===== src/rtl/serial_mag_compare_ctrl_pkg.sv =====
// serial_mag_compare_ctrl_pkg: shared state encoding and result codes
package serial_mag_compare_ctrl_pkg;
  typedef enum logic [1:0] {IDLE = 2'd0, RUN = 2'd1, DONE = 2'd2} state_t;
  localparam logic [2:0] RES_LT = 3'b100;
  localparam logic [2:0] RES_EQ = 3'b010;
  localparam logic [2:0] RES_GT = 3'b001;
endpackage


===== src/rtl/comparator_1bit.sv =====
// comparator_1bit: single-bit magnitude compare cell
module comparator_1bit (
  input  logic A,
  input  logic B,
  output logic A_lt_B,
  output logic A_eq_B,
  output logic A_gt_B
);
  assign A_lt_B = ~A & B;
  assign A_eq_B = ~(A ^ B);
  assign A_gt_B = A & ~B;
endmodule


===== src/rtl/serial_mag_compare_ctrl.sv =====
// serial_mag_compare_ctrl: MSB-first bit-serial magnitude comparator controller
module serial_mag_compare_ctrl
  import serial_mag_compare_ctrl_pkg::*;
#(
  parameter int WIDTH = 8,
  parameter int CNT_W = $clog2(WIDTH + 1)
) (
  input  logic             clk,
  input  logic             rst_n,
  input  logic             start,
  input  logic [WIDTH-1:0] a,
  input  logic [WIDTH-1:0] b,
  output logic             busy,
  output logic             done,
  output logic             a_lt_b,
  output logic             a_eq_b,
  output logic             a_gt_b,
  output logic [CNT_W-1:0] bits_examined
);
  localparam int IDX_W = $clog2(WIDTH);
  localparam logic [IDX_W-1:0] IDX_TOP = IDX_W'(WIDTH - 1);
  state_t state, state_d;
  logic [WIDTH-1:0] a_reg, b_reg;
  logic [IDX_W-1:0] idx;
  logic c_lt, c_eq, c_gt;
  comparator_1bit u_cmp (
    .A(a_reg[idx]),
    .B(b_reg[idx]),
    .A_lt_B(c_lt),
    .A_eq_B(c_eq),
    .A_gt_B(c_gt)
  );
  always_comb begin
    state_d = state;
    state_d = state == IDLE ? (start ? RUN : IDLE) :
              state == RUN  ? ((c_eq && idx != '0) ? RUN : DONE) : IDLE;
  end
  assign busy = state != IDLE;
  assign done = state == DONE;
  always_ff @(posedge clk) begin
    if (!rst_n) begin
      state <= IDLE;
      a_reg <= '0;
      b_reg <= '0;
      idx <= IDX_TOP;
      bits_examined <= '0;
      {a_lt_b, a_eq_b, a_gt_b} <= 3'b000;
    end else begin
      state <= state_d;
      if (state == IDLE && start) begin
        a_reg <= a;
        b_reg <= b;
        idx <= IDX_TOP;
        bits_examined <= '0;
        {a_lt_b, a_eq_b, a_gt_b} <= 3'b000;
      end
      if (state == RUN) begin
        bits_examined <= bits_examined + CNT_W'(1);
        if (!c_eq || idx == '0) {a_lt_b, a_eq_b, a_gt_b} <= {c_lt, c_eq, c_gt};
        else idx <= idx - IDX_W'(1);
      end
    end
  end
endmodule

===== config.mk =====
export PLATFORM = sky130hd
export DESIGN_NAME = serial_mag_compare_ctrl
export DESIGN_NICKNAME = d
export VERILOG_FILES = /design/src/rtl/serial_mag_compare_ctrl_pkg.sv /design/src/rtl/comparator_1bit.sv /design/src/rtl/serial_mag_compare_ctrl.sv
export SDC_FILE = /design/constraint.sdc
export NUM_CORES = 1
export LEC_CHECK = 0
export CAP_MARGIN = 20
export CELL_PAD_IN_SITES_DETAIL_PLACEMENT = 1
export CELL_PAD_IN_SITES_GLOBAL_PLACEMENT = 1
export CORE_ASPECT_RATIO = 1.75
export CORE_MARGIN = 10
export CORE_UTILIZATION = 33
export DETAILED_ROUTE_END_ITERATION = 16
export PLACE_DENSITY_LB_ADDON = 0.1
export SETUP_SLACK_MARGIN = 0.1
export SLEW_MARGIN = 5
export SYNTH_ARGS = -nofsm -noshare
export SYNTH_HDL_FRONTEND = slang
export SYNTH_SLANG_ARGS = --single-unit
export TNS_END_PERCENT = 30

===== constraint.sdc =====
create_clock -name clk -period 2.2 [get_ports clk]
set_clock_uncertainty 0.15 [all_clocks]
set_input_delay 0.44 -clock clk [delete_from_list [all_inputs] [get_ports clk]]
set_output_delay 0.44 -clock clk [all_outputs]
set_load 0.02 [all_outputs]

Yosys cells after proc, flatten, opt, wreduce, memory -nomap -nowiden
Index checks and enable logic that the tools add are counted.
{"block": "totals", "reg_bits": 28, "input_bits": 19, "output_inout_bits": 9, "elab_cells": 49}
{"block": "op_classes", "add_sub_neg": 2, "magnitude_cmp": 1, "eq_ne": 2, "n_mux": 22, "n_bitwise": 6, "reduce_logical": 8}
{"operator": "2-to-1 mux 1 bit", "count": 12}
{"operator": "2-to-1 mux 3 bit", "count": 3}
{"operator": "2-to-1 mux 4 bit", "count": 2}
{"operator": "binary-select mux 1 bit (select 3 bit)", "count": 2}
{"operator": "2-to-1 mux 2 bit", "count": 3}
{"operator": "adder 4 x 1 -> 4 bit, second input constant", "count": 1}
{"operator": "less-than comparator 3 x 4 -> 1 bit, second input constant", "count": 1}
{"operator": "nonzero test 2 bit", "count": 2}
{"operator": "logical NOT 3 bit", "count": 1}
{"operator": "inverter 1 bit", "count": 3}
{"operator": "nonzero test 3 bit", "count": 1}
{"operator": "subtractor 3 x 1 -> 3 bit, second input constant", "count": 1}
{"operator": "AND 1 bit", "count": 2}
{"operator": "equality test 2 x 1 -> 1 bit, second input constant", "count": 1}
{"operator": "equality test 2 bit, second input constant", "count": 1}
{"operator": "logical AND 1 bit", "count": 2}
{"operator": "logical NOT 2 bit", "count": 1}
{"operator": "logical OR 1 bit", "count": 1}
{"operator": "XOR 1 bit", "count": 1}

Depth between registers and ports, before layout
{"block": "logic_depth", "ltp_word": 8, "ltp_mapped": 7, "mapped_depth_nobuf": 6}

By module
Synthesis repeated with hierarchy kept, for this count alone.
{"block": "unflattened", "hier_cells": 148, "area_unflattened_um2": 1340.0}
{"mod": "serial_mag_compare_ctrl", "n_inst": 1, "cells_per_inst": 144, "area_each_um2": 1307.5, "seq_area_each_um2": 560.5}
{"mod": "comparator_1bit", "n_inst": 1, "cells_per_inst": 4, "area_each_um2": 32.5, "seq_area_each_um2": 0.0}

Worst setup path before layout
Ideal clock, no wire load.
{"block": "synth_timing", "kind": "flip-flop to flip-flop", "from": "register idx[0]", "to": "register a_gt_b", "setup_time_ps": 117, "t_arrival_ps": 1899, "required_time_ps": 1933, "slack_ps": 34, "stages_incl_launch_ff": 8, "n_path_buf": 1, "period_less_slack_ps": 2166, "path_cell_list": "dfxtp_1 buf_2 mux4_2 nand2_1 and2_1 ha_1 o21a_1 a32o_1"}
{"block": "synth_between", "elab_chain_len": 6, "elab_cells_between_ends": 11, "classes_between": "6 x mux; 3 x bitwise; 2 x reduce/logical"}
{"element": "start, declared", "line_no": "serial_mag_compare_ctrl.sv:24", "rtl": "logic [IDX_W-1:0] idx;"}
{"element": "start signal, assigned", "line_no": "serial_mag_compare_ctrl.sv:60", "rtl": "else idx <= idx - IDX_W'(1);"}
{"element": "binary-select mux 1 bit (select 3 bit), on equally long branches", "line_no": "serial_mag_compare_ctrl.sv:27, serial_mag_compare_ctrl.sv:28"}
{"element": "2-to-1 mux 1 bit, on equally long branches", "line_no": "serial_mag_compare_ctrl.sv:27, serial_mag_compare_ctrl.sv:28"}
{"element": "XOR 1 bit / inverter 1 bit (equally long branches)", "line_no": "comparator_1bit.sv:10, comparator_1bit.sv:11"}
{"element": "logical OR 1 bit / AND 1 bit (equally long branches)", "line_no": "serial_mag_compare_ctrl.sv:59, comparator_1bit.sv:11"}
{"element": "2-to-1 mux 1 bit *", "line_no": "serial_mag_compare_ctrl.sv:59", "rtl": "if (!c_eq || idx == '0) {a_lt_b, a_eq_b, a_gt_b} <= {c_lt, c_eq, c_gt};"}
{"element": "2-to-1 mux 1 bit *", "line_no": "serial_mag_compare_ctrl.sv:57", "rtl": "if (state == RUN) begin"}
{"element": "end signal, assigned", "line_no": "serial_mag_compare_ctrl.sv:59"}
{"element": "end, declared", "line_no": "serial_mag_compare_ctrl.sv:17", "rtl": "output logic a_gt_b,"}
Mark *: on every way between the ends. The rest lies on a longest branch, timed or not. The select of a mux whose other input is x is not followed.
A chain may end at the register's enable or synchronous reset.

Worst setup path after layout
Same ends and word-level chain as after synthesis.

==> flow_summary_export.csv <==
group,metric,value,unit
synthesis,synth_area_per_cell,8.80,um^2
synthesis,syn_nets,173,
cts,clock_sinks,28,
pwr,power_per_cell_area,619,nW/um^2
timing,whs,0.308,ns
cts,clockBufferDepth,2,
timing,max_freq,0.482,GHz
place,place.gp.congestion,0.833,
place,port_buffers,27,
drt,drc,0,
cts,postCtsHoldBufs,0,
cts,cts_tree,"done",
layout,utilization,44.8,%
critical_path,r2r-start,"idx[0]",
critical_path,start_kind,"register",
cts,clk_pin_slew,0.09,ns
worst_hold_path,min_path_type,"reg -> reg",
critical_path,crit_chain,"mux4_2 > nand2_2 > and2_4 > ha_4 > o21a_1 > a32o_1",
critical_path,critPathSlowestCell,"mux4_2",
die,die_area,6990,um^2
layout,final_common_cell,"nand2_1",
place,dp_cells,222,
die,io_pins,28,
timing,hold_viol,0,
pwr,ir_drop,0.424,mV
timing,worst_pin_slew,0.394,ns
critical_path,reg2reg_depth,6,
layout,drive_gt1_share,15.1,%
synthesis,syn-instance-count,149,
critical_path,critPathRequiredTime,2.22,ns
die,die_w,67.7,um
drt,vias_per_cell,5.19,
layout,multi_input_area,712,um^2
synthesis,synth.top_cell.area_share,42.7,%
timing,rsz0062_at_grt,"yes",
timing,setup_viol,0,
place,pre_cts_ws,-0.0601,ns
layout,final_cell_mix,"38 x nand2_1, 26 x clkdlybuf4s50_1, 24 x dfxtp_1",
critical_path,cpPeakStageDelay,0.51,ns
drt,first_pass_iters,3,
synthesis,ys_seq_elements,28,
cts,clk_latency,0.27,ns
drt,wl_per_cell,15.5,um
timing,maxSlewHeadroom,73.7,%
layout,fin_nets,205,
grt,gr-usage-all-layers,10.9,%
outcome,outcome,"complete, no violations",
critical_path,critPathKind,"reg -> reg",
synthesis,synth_area,1310,um^2
grt,grt_pass1_wl,5.97,mm
place,hpwl,2.78,mm
cts,cts-root-buf,"clkbuf_8",
layout,syn_to_final_growth,32.2,%
synthesis,synth_top_area_cell,"dfxtp_1",
place,place_area,1660,um^2
synthesis,yosysWarnings,0,
die,core_area,3870,um^2
pwr,leakage,0.687,nW
drt,num_vias,1179,
layout,num_antenna_cells,0,
worst_hold_path,hold_end,"b_reg[2]",
pwr,total_power,1.07,mW
drt,first_iter_violations,59,
layout,postLayoutCellArea,1730,um^2
timing,layout_setup_ws,0.126,ns
grt,grt_max_degree,17,
die,die_h,103,um
critical_path,critPathArrivalTime,2.10,ns
critical_path,timing.rr.end,"a_gt_b",
grt,overflow,0,
synthesis,synth_area_leaders,"dfxtp_1 43%, nand2_1 11%, a21oi_1 7.3%",
layout,stdcell_count,227,
grt,antenna_found_initial,0,
critical_path,cp-end-kind,"register",
layout,regArea,568,um^2
synthesis,ys_types,33,
die,initial_core_util,33.9,%
timing,fin_crit,2.07,ns
cts,htree_levels,1,
timing,setup_tns,0,ns
worst_hold_path,hold_depth,2,
worst_hold_path,hold_path_startpoint,"b_reg[2]",
drt,drt_wl_total,3.53,mm
critical_path,r2r_slack,0.13,ns
grt,first_global_vias,1265,
die,rows,30,
cts,numCtsBuffers,3,
critical_path,worstPathMaxFanout,8,
synthesis,yosysSeqAreaShare,42.7,%
timing,finalCritPeriodShare,94.3,%
run,maxCapViolCount,0,
layout,fillers,465,
timing,slew_violations,0,
drt,ant_nets,0,
==> layout make-up <==
type	instances	area share, %
clock buffer	3	2.38
inverter	4	0.866
multi-input combinational	108	41.1
sequential	28	32.8
tap	48	3.47
timing repair buffer	36	19.4
==> cell usage after synthesis <==
cell,count
nor3b_1,1
o21a_1,2
nand2b_1,4
and3_1,1
o21ai_0,2
inv_1,4
a211oi_2,1
a211oi_1,1
and4_1,2
nor2_1,1
a32o_1,2
nand3_1,5
or2_2,1
a311oi_1,2
a21oi_1,19
nand2_1,40
or3_1,1
buf_2,5
ha_1,5
buf_4,1
and2_1,3
dfxtp_1,28
o2bb2ai_1,1
clkbuf_1,3
o2111a_1,1
a31oi_1,3
nor2b_1,1
and2b_1,1
mux4_2,4
nor3b_4,1
nand3b_1,1
or3b_1,1
a21o_1,1
==> worst max path at each step <==
stage          startpoint      to  slack (ns)  cells after the start
2_1_floorplan      idx[0]  a_gt_b        0.11                      7
3_3_place_gp       idx[0]  a_lt_b      -0.004                      6
3_5_place_dp       idx[0]  a_lt_b       -0.06                      6
4_1_cts          state[0]    done        0.08                      2
5_1_grt            idx[0]  a_gt_b        0.05                      6
6_report           idx[0]  a_gt_b        0.13                      6
==> repair_timing <==
item                       4_1_cts  5_1_grt
gates resized for setup          4        4
setup buffers                    1        1
setup endpoints to repair        9        5
pin swaps                        0        2
==> critical path: cells and delay by family (launching register included) <==
| family | cells | cell delay (ns) |
|---|---|---|
| mux | 1 | 0.51 |
| compound gates | 2 | 0.46 |
| flops | 1 | 0.39 |
| simple gates | 2 | 0.24 |
| fa+ha+maj | 1 | 0.22 |
==> power breakdown <==
part	switching (mW)	internal, mW
logic	0.114	0.120
registers	0.0254	0.538
clock network	0.152	0.123
total	0.292	0.780
==> kinds of logic after synthesis <==
logic type / after synthesis / synth area share [%]
fa+ha+maj: 5 / 4.77
buf+inv: 13 / 4.48
flops: 28 / 42.7
mux: 4 / 6.87
compound gates: 35 / 17.1
simple gates: 64 / 24.0
==> metal layers <==
| layer | vias to the layer above | GRT usage, % | part of all wire, % |
|---|---|---|---|
| met1 | 563 | 11.9 | 38 |
| met2 | 25 | 19.2 | 55 |
| li1 | 583 | - | - |
| met5 | - | 0 | 0 |
| met4 | 0 | 5.24 | 2.2 |
| met3 | 8 | 2.05 | 4.3 |
(Power assumes the default switching activity.)
